--- src/rtl/pit_pkg.sv ---
// Shared definitions for the point-in-triangle pipeline: FSM states, widths, latency.
package pit_pkg;

  typedef enum logic [1:0] {
    IDLE  = 2'd0,
    SETUP = 2'd1,
    READY = 2'd2
  } pit_state_e;

  localparam int PIT_LATENCY = 3;

  function automatic int DELTA_W(input int coord_w);
    return coord_w + 1;
  endfunction

  function automatic int EDGE_W(input int coord_w);
    return 2 * coord_w + 3;
  endfunction

endpackage

--- src/rtl/pit_edge_fn.sv ---
// Signed edge function e = (v1-v0) x (p-v0). The caller supplies the offset (p-v0),
// so the same block serves both the per-point edges and the triangle area.
module pit_edge_fn
  import pit_pkg::*;
#(
  parameter int COORD_W = 11
) (
  input  logic        [COORD_W-1:0]          v0x_i,
  input  logic        [COORD_W-1:0]          v0y_i,
  input  logic        [COORD_W-1:0]          v1x_i,
  input  logic        [COORD_W-1:0]          v1y_i,
  input  logic signed [DELTA_W(COORD_W)-1:0] dx_i,
  input  logic signed [DELTA_W(COORD_W)-1:0] dy_i,
  output logic signed [EDGE_W(COORD_W)-1:0]  e_o
);

  localparam int DW = DELTA_W(COORD_W);
  localparam int PW = 2 * COORD_W + 2;

  logic signed [DW-1:0] ex_s;
  logic signed [DW-1:0] ey_s;
  logic signed [PW-1:0] m0_s;
  logic signed [PW-1:0] m1_s;

  assign ex_s = {1'b0, v1x_i} - {1'b0, v0x_i};
  assign ey_s = {1'b0, v1y_i} - {1'b0, v0y_i};

  // Operands are sign-extended to the product width; the low PW bits are the exact product.
  assign m0_s = {{(PW-DW){ex_s[DW-1]}}, ex_s} * {{(PW-DW){dy_i[DW-1]}}, dy_i};
  assign m1_s = {{(PW-DW){ey_s[DW-1]}}, ey_s} * {{(PW-DW){dx_i[DW-1]}}, dx_i};

  assign e_o = {m0_s[PW-1], m0_s} - {m1_s[PW-1], m1_s};

endmodule

--- src/rtl/point_in_triangle_pipe.sv ---
// Pipelined point-in-triangle tester: latch a triangle, then classify one point per
// cycle with a three-register pipeline and valid/ready flow control on both sides.
module point_in_triangle_pipe
  import pit_pkg::*;
#(
  parameter int COORD_W   = 11,
  parameter bit INCLUSIVE = 1'b1
) (
  input  logic               CLOCK_50,
  input  logic               RESET_N,
  input  logic               tri_load,
  input  logic [COORD_W-1:0] ax,
  input  logic [COORD_W-1:0] ay,
  input  logic [COORD_W-1:0] bx,
  input  logic [COORD_W-1:0] by,
  input  logic [COORD_W-1:0] cx,
  input  logic [COORD_W-1:0] cy,
  output logic               tri_ready,
  output logic               tri_degenerate,
  input  logic               p_valid,
  output logic               p_ready,
  input  logic [COORD_W-1:0] px,
  input  logic [COORD_W-1:0] py,
  output logic               q_valid,
  input  logic               q_ready,
  output logic               q_inside,
  output logic [COORD_W-1:0] q_px,
  output logic [COORD_W-1:0] q_py
);

  localparam int DW = DELTA_W(COORD_W);
  localparam int EW = EDGE_W(COORD_W);

  pit_state_e state_q, state_d;

  logic [COORD_W-1:0] vx_q [3];
  logic [COORD_W-1:0] vy_q [3];
  logic area_pos_q, degen_q;

  logic                s1_valid_q;
  logic [COORD_W-1:0]  s1_px_q, s1_py_q;
  logic signed [DW-1:0] s1_dx_q [3];
  logic signed [DW-1:0] s1_dy_q [3];

  logic               s2_valid_q;
  logic [COORD_W-1:0] s2_px_q, s2_py_q;
  logic [2:0]         s2_neg_q, s2_pos_q;

  logic               q_valid_q, q_inside_q;
  logic [COORD_W-1:0] q_px_q, q_py_q;

  logic tri_ready_s, p_ready_s, in_setup_s, inside_s;
  logic stall_s, busy_s, tri_take_s, accept_s;
  logic signed [EW-1:0] edge_s [3];
  logic signed [EW-1:0] area_s;
  logic signed [DW-1:0] area_dx_s, area_dy_s;
  logic [2:0] e_neg_s, e_pos_s;

  assign stall_s    = q_valid_q && !q_ready;
  assign busy_s     = s1_valid_q || s2_valid_q || q_valid_q;
  assign tri_take_s = tri_load && tri_ready_s;
  assign accept_s   = p_valid && p_ready_s;

  always_ff @(posedge CLOCK_50 or negedge RESET_N) begin
    if (!RESET_N) state_q <= IDLE;
    else          state_q <= state_d;
  end

  always_comb begin
    state_d = state_q;
    case (state_q)
      IDLE:    if (tri_take_s) state_d = SETUP; else state_d = IDLE;
      SETUP:   state_d = READY;
      READY:   if (tri_take_s) state_d = SETUP; else state_d = READY;
      default: state_d = IDLE;
    endcase
  end

  // A new triangle is only taken once the pipeline is empty, so in-flight points keep theirs.
  always_comb begin
    tri_ready_s = 1'b0;
    p_ready_s   = 1'b0;
    in_setup_s  = 1'b0;
    case (state_q)
      IDLE:  tri_ready_s = !busy_s;
      SETUP: in_setup_s  = 1'b1;
      READY: begin
        tri_ready_s = !busy_s;
        p_ready_s   = !tri_load && !stall_s;
      end
      default: tri_ready_s = 1'b0;
    endcase
  end

  always_ff @(posedge CLOCK_50 or negedge RESET_N) begin
    if (!RESET_N) begin
      for (int i = 0; i < 3; i++) begin
        vx_q[i] <= {COORD_W{1'b0}};
        vy_q[i] <= {COORD_W{1'b0}};
      end
    end else if (tri_take_s) begin
      vx_q[0] <= ax;  vy_q[0] <= ay;
      vx_q[1] <= bx;  vy_q[1] <= by;
      vx_q[2] <= cx;  vy_q[2] <= cy;
    end
  end

  // Twice the signed area is the edge function of a->b evaluated at c.
  assign area_dx_s = {1'b0, vx_q[2]} - {1'b0, vx_q[0]};
  assign area_dy_s = {1'b0, vy_q[2]} - {1'b0, vy_q[0]};

  pit_edge_fn #(.COORD_W(COORD_W)) u_area (
    .v0x_i(vx_q[0]), .v0y_i(vy_q[0]), .v1x_i(vx_q[1]), .v1y_i(vy_q[1]),
    .dx_i(area_dx_s), .dy_i(area_dy_s), .e_o(area_s)
  );

  always_ff @(posedge CLOCK_50 or negedge RESET_N) begin
    if (!RESET_N) begin
      area_pos_q <= 1'b0;
      degen_q    <= 1'b0;
    end else if (in_setup_s) begin
      area_pos_q <= !area_s[EW-1] && (|area_s);
      degen_q    <= ~|area_s;
    end
  end

  for (genvar i = 0; i < 3; i++) begin : g_edge
    localparam int J = (i + 1) % 3;
    pit_edge_fn #(.COORD_W(COORD_W)) u_edge (
      .v0x_i(vx_q[i]), .v0y_i(vy_q[i]), .v1x_i(vx_q[J]), .v1y_i(vy_q[J]),
      .dx_i(s1_dx_q[i]), .dy_i(s1_dy_q[i]), .e_o(edge_s[i])
    );
    assign e_neg_s[i] = edge_s[i][EW-1];
    assign e_pos_s[i] = !edge_s[i][EW-1] && (|edge_s[i]);
  end

  // Winding is normalised by the area sign: all edges must agree with it.
  always_comb begin
    inside_s = 1'b0;
    if (degen_q)         inside_s = 1'b0;
    else if (area_pos_q) inside_s = INCLUSIVE ? (&(~s2_neg_q)) : (&s2_pos_q);
    else                 inside_s = INCLUSIVE ? (&(~s2_pos_q)) : (&s2_neg_q);
  end

  always_ff @(posedge CLOCK_50 or negedge RESET_N) begin
    if (!RESET_N) begin
      s1_valid_q <= 1'b0;
      s1_px_q    <= {COORD_W{1'b0}};
      s1_py_q    <= {COORD_W{1'b0}};
      for (int i = 0; i < 3; i++) begin
        s1_dx_q[i] <= {DW{1'b0}};
        s1_dy_q[i] <= {DW{1'b0}};
      end
      s2_valid_q <= 1'b0;
      s2_px_q    <= {COORD_W{1'b0}};
      s2_py_q    <= {COORD_W{1'b0}};
      s2_neg_q   <= 3'b000;
      s2_pos_q   <= 3'b000;
      q_valid_q  <= 1'b0;
      q_inside_q <= 1'b0;
      q_px_q     <= {COORD_W{1'b0}};
      q_py_q     <= {COORD_W{1'b0}};
    end else if (!stall_s) begin
      s1_valid_q <= accept_s;
      if (accept_s) begin
        s1_px_q <= px;
        s1_py_q <= py;
        for (int i = 0; i < 3; i++) begin
          s1_dx_q[i] <= {1'b0, px} - {1'b0, vx_q[i]};
          s1_dy_q[i] <= {1'b0, py} - {1'b0, vy_q[i]};
        end
      end
      s2_valid_q <= s1_valid_q;
      s2_px_q    <= s1_px_q;
      s2_py_q    <= s1_py_q;
      s2_neg_q   <= e_neg_s;
      s2_pos_q   <= e_pos_s;
      q_valid_q  <= s2_valid_q;
      q_inside_q <= inside_s;
      q_px_q     <= s2_px_q;
      q_py_q     <= s2_py_q;
    end
  end

  assign tri_ready      = tri_ready_s;
  assign p_ready        = p_ready_s;
  assign tri_degenerate = degen_q;
  assign q_valid        = q_valid_q;
  assign q_inside       = q_inside_q;
  assign q_px           = q_px_q;
  assign q_py           = q_py_q;

endmodule

--- config.mk ---
export PLATFORM = sky130hd
export DESIGN_NAME = point_in_triangle_pipe
export DESIGN_NICKNAME = d
export VERILOG_FILES = /design/src/rtl/pit_pkg.sv /design/src/rtl/pit_edge_fn.sv /design/src/rtl/point_in_triangle_pipe.sv
export SDC_FILE = /design/constraint.sdc
export NUM_CORES = 2
export LEC_CHECK = 0
export CORE_MARGIN = 3
export CORE_UTILIZATION = 29
export DETAILED_ROUTE_END_ITERATION = 12
export PLACE_DENSITY = 0.53
export SLEW_MARGIN = 5
export SYNTH_ARGS = -nofsm -noshare
export SYNTH_HDL_FRONTEND = slang
export SYNTH_SLANG_ARGS = --single-unit
--- constraint.sdc ---
create_clock -name CLOCK_50 -period 8.4 [get_ports CLOCK_50]
set_input_delay 0.84 -clock CLOCK_50 [delete_from_list [all_inputs] [get_ports CLOCK_50]]
set_output_delay 0.84 -clock CLOCK_50 [all_outputs]
set_load 0.05 [all_outputs]
# --- Word level (Yosys, flattened, before mapping) ---
# Cells that the tools add are included.
word_totals:
  regBits: 218
  output_inout_bits: 27
op_classes:
  reduce_logical: 28
  bitwise_logic: 3
  n_mul: 8
  addsub: 18
  mux: 8
  eq_ne: 2
ops:
  columns: ["op", "count"]
  rows:
  - ["$mul A12 B12 Y24", 8]
  - ["$sub A11 B11 Y12", 14]
  - ["$reduce_or A25 Y1", 4]
  - ["$sub A24 B24 Y25", 4]
  - ["$logic_not A1 Y1", 9]
  - ["$logic_and A1 B1 Y1", 8]
  - ["$mux W1", 6]
  - ["$not A3 Y3", 2]
  - ["$pmux W2 S3", 1]
  - ["$reduce_and A3 Y1", 2]
  - ["$eq A2 B1 Y1 const B", 1]
  - ["$eq A2 B2 Y1 const B", 1]
  - ["$logic_not A2 Y1", 1]
  - ["$logic_or A1 B1 Y1", 2]
  - ["$mux W2", 1]
  - ["$reduce_and A2 Y1", 1]
  - ["$reduce_or A2 Y1", 1]
  - ["$not A1 Y1", 1]

# --- Depth between registers and ports, before layout ---
logic_depth:
  ltp_word: 7
  ltp_mapped: 41
  depth_no_buf: 39

# --- Cells and area by module ---
# From an unflattened synthesis, not the netlist that was laid out.
unflattened:
  hier_cells: 7093
  area_unflattened_um2: 64744.6
modules_own_cells:
  columns: ["mod", "area_per_inst_um2", "cells_each", "instances", "seq_area_each_um2"]
  rows:
  - ["pit_edge_fn (g_edge[1].u_edge ...)", 13236.4, 1468, 2, 0.0]
  - ["pit_edge_fn (g_edge[0].u_edge)", 13286.5, 1472, 1, 0.0]
  - ["pit_edge_fn (u_area)", 13081.3, 1442, 1, 0.0]
  - ["point_in_triangle_pipe", 11903.9, 1243, 1, 5455.2]

# --- Least setup slack after synthesis ---
# Ideal clock, no wire load.
synth_timing:
  path_type: "flip-flop to flip-flop"
  startpoint: "register vx_q[11] in the netlist's numbering"
  endpoint: "register s2_pos_q[0]"
  arrival_time_ns: 9.054
  path_stages_with_launch: 37
  setup_time_ns: 0.146
  setup_slack_ns: -0.801
  t_required_ns: 8.254
  n_path_buf: 1
  cell_sequence: "dfrtp_1 inv_1 ha_1 inv_1 fa_1 a21o_1 a21oi_1 o21bai_1 a21oi_1 o21bai_1 a21oi_1 o21bai_1 a21oi_1 xnor2_1 buf_2 nand2_1 fa_1 inv_1 fa_1 inv_1 fa_1 fa_1 inv_1 fa_1 fa_1 fa_1 ha_1 o21ai_0 a21oi_1 nor4_1 o211ai_1 a2111oi_0 o21ai_1 a2111oi_1 nand4_1 a2111oi_0 a32oi_1"
synth_via:
  elab_chain_cells: 5
synth_rtl:
  columns: ["element", "line_no", "source"]
  rows:
  - ["start: declaration", "point_in_triangle_pipe.sv:36", "logic [COORD_W-1:0] vx_q [3];"]
  - ["start signal: indexed assignment", "point_in_triangle_pipe.sv:98", "vx_q[i] <= {COORD_W{1'b0}};"]
  - ["$sub A11 B11 Y12 *", "pit_edge_fn.sv:25", "assign ex_s = {1'b0, v1x_i} - {1'b0, v0x_i};"]
  - ["$mul A12 B12 Y24 *", "pit_edge_fn.sv:29", "assign m0_s = {{(PW-DW){ex_s[DW-1]}}, ex_s} * {{(PW-DW){dy_i[DW-1]}}, dy_i};"]
  - ["$sub A24 B24 Y25 *", "pit_edge_fn.sv:32", "assign e_o = {m0_s[PW-1], m0_s} - {m1_s[PW-1], m1_s};"]
  - ["$reduce_or A25 Y1 or $logic_not A1 Y1 (tied branches)", "point_in_triangle_pipe.sv:134", "assign e_pos_s[i] = !edge_s[i][EW-1] && (|edge_s[i]);"]
  - ["$logic_and A1 B1 Y1 *", "point_in_triangle_pipe.sv:134", null]
  - ["end signal: assignment", "point_in_triangle_pipe.sv:177", "s2_pos_q <= e_pos_s;"]
  - ["end: declaration", "point_in_triangle_pipe.sv:47", "logic [2:0] s2_neg_q, s2_pos_q;"]
# Every way passes the cells marked *; elsewhere a longest branch is shown, timed or not.
# A chain may end at the register's enable or synchronous reset.

# --- Worst setup path after layout ---
layout_timing:
  startpoint: "register vx_q[11] in the netlist's numbering"
  endpoint: "register degen_q (netlist: tri_degenerate)"
layout_via:
  elab_chain_cells: 5
layout_rtl:
  columns: ["element", "line_no", "source"]
  rows:
  - ["$sub A11 B11 Y12", "pit_edge_fn.sv:25", null]
  - ["$mul A12 B12 Y24", "pit_edge_fn.sv:29", null]
  - ["$sub A24 B24 Y25", "pit_edge_fn.sv:32", null]
  - ["$reduce_or A25 Y1", "point_in_triangle_pipe.sv:123", "degen_q <= ~|area_s;"]
  - ["$logic_not A1 Y1", "point_in_triangle_pipe.sv:123", null]
  - ["end signal: assignment", "point_in_triangle_pipe.sv:123", null]
  - ["end: declaration", "point_in_triangle_pipe.sv:38", "logic area_pos_q, degen_q;"]
# Every way passes these cells.

==> flow_summary.yaml <==
placement:
  place_hpwl_um: 168000
  port_buffers: 119
  place_congestion: 0.8996
critical_path:
  slowest_delay_ns: 0.60
  cp.arrival_ns: 9.40
  slowest_stage: "fa_2"
  timing.rr.start: "vx_q[11]"
  crit_family: "adder cells"
  cp_common_cell: "fa_1"
  worstReg2RegEnd: "tri_degenerate"
  start_kind: "flop"
  cp.required_ns: 8.85
  cp_max_fo: 7
  crit_path_end_kind: "flop"
  reg2reg_slack_ns: -0.54
  timing.critical_path.buf_inv: 8
  worstSetupPathType: "reg2reg"
  ff2ff_path_depth: 38
grt:
  grt_pass1_vias: 50474
  antenna_found_initial: 32
  grt-ovfl-total: 0
  grt_pass1_wl_um: 301400
  grt_max_degree: 96
  track_usage_pct: 18.25
hold_path:
  hold_class: "in2async"
floorplan:
  die_area_um2: 215000
  placementRows: 167
  start_util_pct: 29.25
  die_h_um: 463.7
  fp.dieW_um: 463.7
  core_um2: 207700
  io_pins: 120
timing:
  fin_crit_sh_pct: 106.5
  drv_slew: 0
  fin_ws_ns: -0.5447
  clock.fmax_ghz: 0.1118
  clock_skew_ns: 0.03949
  slew_headroom_pct: 22.94
  rsz0062_at_grt: "true"
  finalCriticalPeriod_ns: 8.945
  hold_violations: 0
  worstMarginPinSlew_ns: 1.156
  setup_violations: 7
synth:
  ys_seq_area_share_pct: 8.980
  synth_top_family_by_area: "adder cells"
  syn-cell-area_um2: 60750
  synth-simple-area-share_pct: 14.11
  syn-instance-count: 6605
  yosys.area.top_type_share_pct: 43.73
  synth_fa_ha_area_share_pct: 55.29
  ys_warn_count: 0
  synth.most_common_cell: "inv_1"
  syn_avg_cell_area_um2: 9.197
  async_flop_share_pct: 100.0
  synth-seq-cells: 218
  synth-xor-area-share_pct: 3.114
  synth_edf_count: 0
  synth_mux_area_share_pct: 0.7209
  synthTopCellsByCount: "1,522 x inv_1, 1,327 x fa_1, 883 x nand2_1"
  yosys.area.top_type: "fa_1"
  synth_area_leaders: "fa_1 44%, ha_1 12%, inv_1 9.4%"
  synth.net_count: 8586
  synth-compound-area-share_pct: 6.925
  synth_flop_cell: "dfrtp_1"
  synth.distinct_cells: 79
status:
  status: "finished with violations"
  violations: "setup timing"
layout:
  nets: 9288
  area_growth_pct: 21.74
  finalCoreUtilization_pct: 35.61
  drive_gt1_share_pct: 16.30
clocking:
  cts_tree: "done"
  clk_latency_ns: 0.58
  cts_root_buf: "clkbuf_16"
  cts.clk_slew.worst_paths_ns: 0.06
  cts.sinks: 218
  htreeDepth: 2
  clk_path_buf_depth: 3
  cts_hold_buffers: 0
  cts-buffers-inserted: 34
route:
  drc: 0
  vias_per_cell: 4.583
  num_vias: 46415
  firstDrtPassIters: 5
  wl_per_cell_um: 19.24
  ant_nets: 0
  wl_um: 194900
  drt_iter0_drc: 2750
flow_run:
  maxCapViolCount: 0
-- stage by stage --
stage / cell area [µm²] / hold slack, ns / setup WS, ns / setup TNS, ns / std cells
global route: 73940 / 0.2759 / -0.9544 / -5.689 / 10122
detailed placement: 70900 / 0.4563 / -0.7218 / -4.606 / 9987
finish: 73960 / 0.2306 / -0.5447 / -2.797 / 10127
CTS: 72690 / 0.3057 / -0.5595 / -2.399 / 10067
global placement: 70900 / 0.4471 / -0.7366 / -3.920 / 9987
floorplan: 61020 / 0.4386 / -0.1955 / -0.3735 / 6605
-- how the worst max path moves through the flow --
stage          startpoint             end  slack, ns  cells past startpoint
2_1_floorplan    vy_q[23]     s2_pos_q[0]      -0.20                     33
3_3_place_gp      vx_q[1]     s2_pos_q[2]      -0.74                     34
3_5_place_dp     vy_q[23]     s2_pos_q[0]      -0.72                     31
4_1_cts          vx_q[11]      area_pos_q      -0.56                     41
5_1_grt          vx_q[11]  tri_degenerate      -0.95                     38
6_report         vx_q[11]  tri_degenerate      -0.54                     38
-- layer usage --
metal / routed length, µm / track usage, %
met5: 12 / 0
met4: 10530 / 8.431
met3: 10090 / 2.797
met2: 93180 / 30.09
met1: 81030 / 23.53
-- area by class of cell --
| type | instances | area, µm² |
|---|---|---|
| Fill cell | 21336 | 133700 |
| Multi-Input combinational cell | 4632 | 50080 |
| Sequential cell | 218 | 5461 |
| Timing Repair Buffer | 899 | 8078 |
| Antenna cell | 8 | 20.02 |
| Tap cell | 2788 | 3488 |
| Inverter | 1522 | 5728 |
| Clock buffer | 44 | 939.7 |
| Clock inverter | 16 | 157.7 |
-- flip-flops by register name, summed over array words and instances (netlist names), 11 cells and up --
signal,flops
s1_px_q,11
s1_dx_q,36
q_px,11
s1_py_q,11
vy_q,33
s2_px_q,11
s2_py_q,11
s1_dy_q,36
vx_q,33
q_py,11
-- placed cells by master (no fill, tap or decap), types with 16 or more instances in the layout --
| cell | netlist | routed |
|---|---|---|
| nand2_1 | 883 | 861 |
| clkbuf_16 | 0 | 40 |
| xor2_1 | 57 | 55 |
| nand2_2 | 0 | 17 |
| nor2b_1 | 100 | 97 |
| a211oi_1 | 25 | 23 |
| a21oi_1 | 140 | 102 |
| a21boi_0 | 21 | 16 |
| nor2_1 | 242 | 237 |
| ha_1 | 561 | 529 |
| o21bai_1 | 42 | 38 |
| ha_4 | 0 | 25 |
| inv_2 | 0 | 49 |
| a21oi_2 | 0 | 35 |
| dfrtp_1 | 218 | 213 |
| nand3_1 | 19 | 18 |
| mux2_2 | 22 | 21 |
| a21o_1 | 72 | 72 |
| xnor2_1 | 159 | 146 |
| inv_1 | 1522 | 1468 |
| mux2i_1 | 19 | 19 |
| buf_4 | 0 | 690 |
| nand2b_1 | 74 | 72 |
| nor3_1 | 30 | 28 |
| and2_1 | 377 | 368 |
| fa_2 | 0 | 76 |
| o21ai_0 | 228 | 208 |
| o21a_1 | 16 | 16 |
| buf_12 | 0 | 68 |
| a31oi_1 | 19 | 17 |
| fa_1 | 1327 | 1251 |
| clkdlybuf4s50_1 | 0 | 118 |
| o31ai_1 | 21 | 20 |
-- cells by family (layout without fill, tap and decap cells) --
kind of cell / count (synthesis) / after routing
other cells: 0 / 8
mux: 41 / 41
buf+inv: 1755 / 2481
xor+xnor: 216 / 216
fa+ha+maj: 1888 / 1888
compound gates: 673 / 673
simple gates: 1814 / 1814
flops: 218 / 218
-- worst reg2reg max path: cells and delay by family, from the launching register on --
kind / cells / cell delay (ns)
multiplexers: 1 / 0.31
XOR/XNOR: 1 / 0.19
flip-flops: 1 / 0.40
adder cells (fa/ha/maj): 10 / 4.37
AND/OR/NAND/NOR: 3 / 0.31
buffers and inverters: 8 / 0.74
AO/OA/AOI/OAI: 15 / 2.49
-- timing repair --
| item | in CTS | in global routing |
|---|---|---|
| gates resized for setup | 140 | 188 |
| setup endpoints to repair | 8 | 8 |
| cloned | 1 | 5 |
| pin swaps | 94 | 182 |
| setup buffers | 19 | 47 |
Power is left out: the tool's default activity adds up to more than one toggle a clock period on the data nets, which glitch-free logic cannot reach.
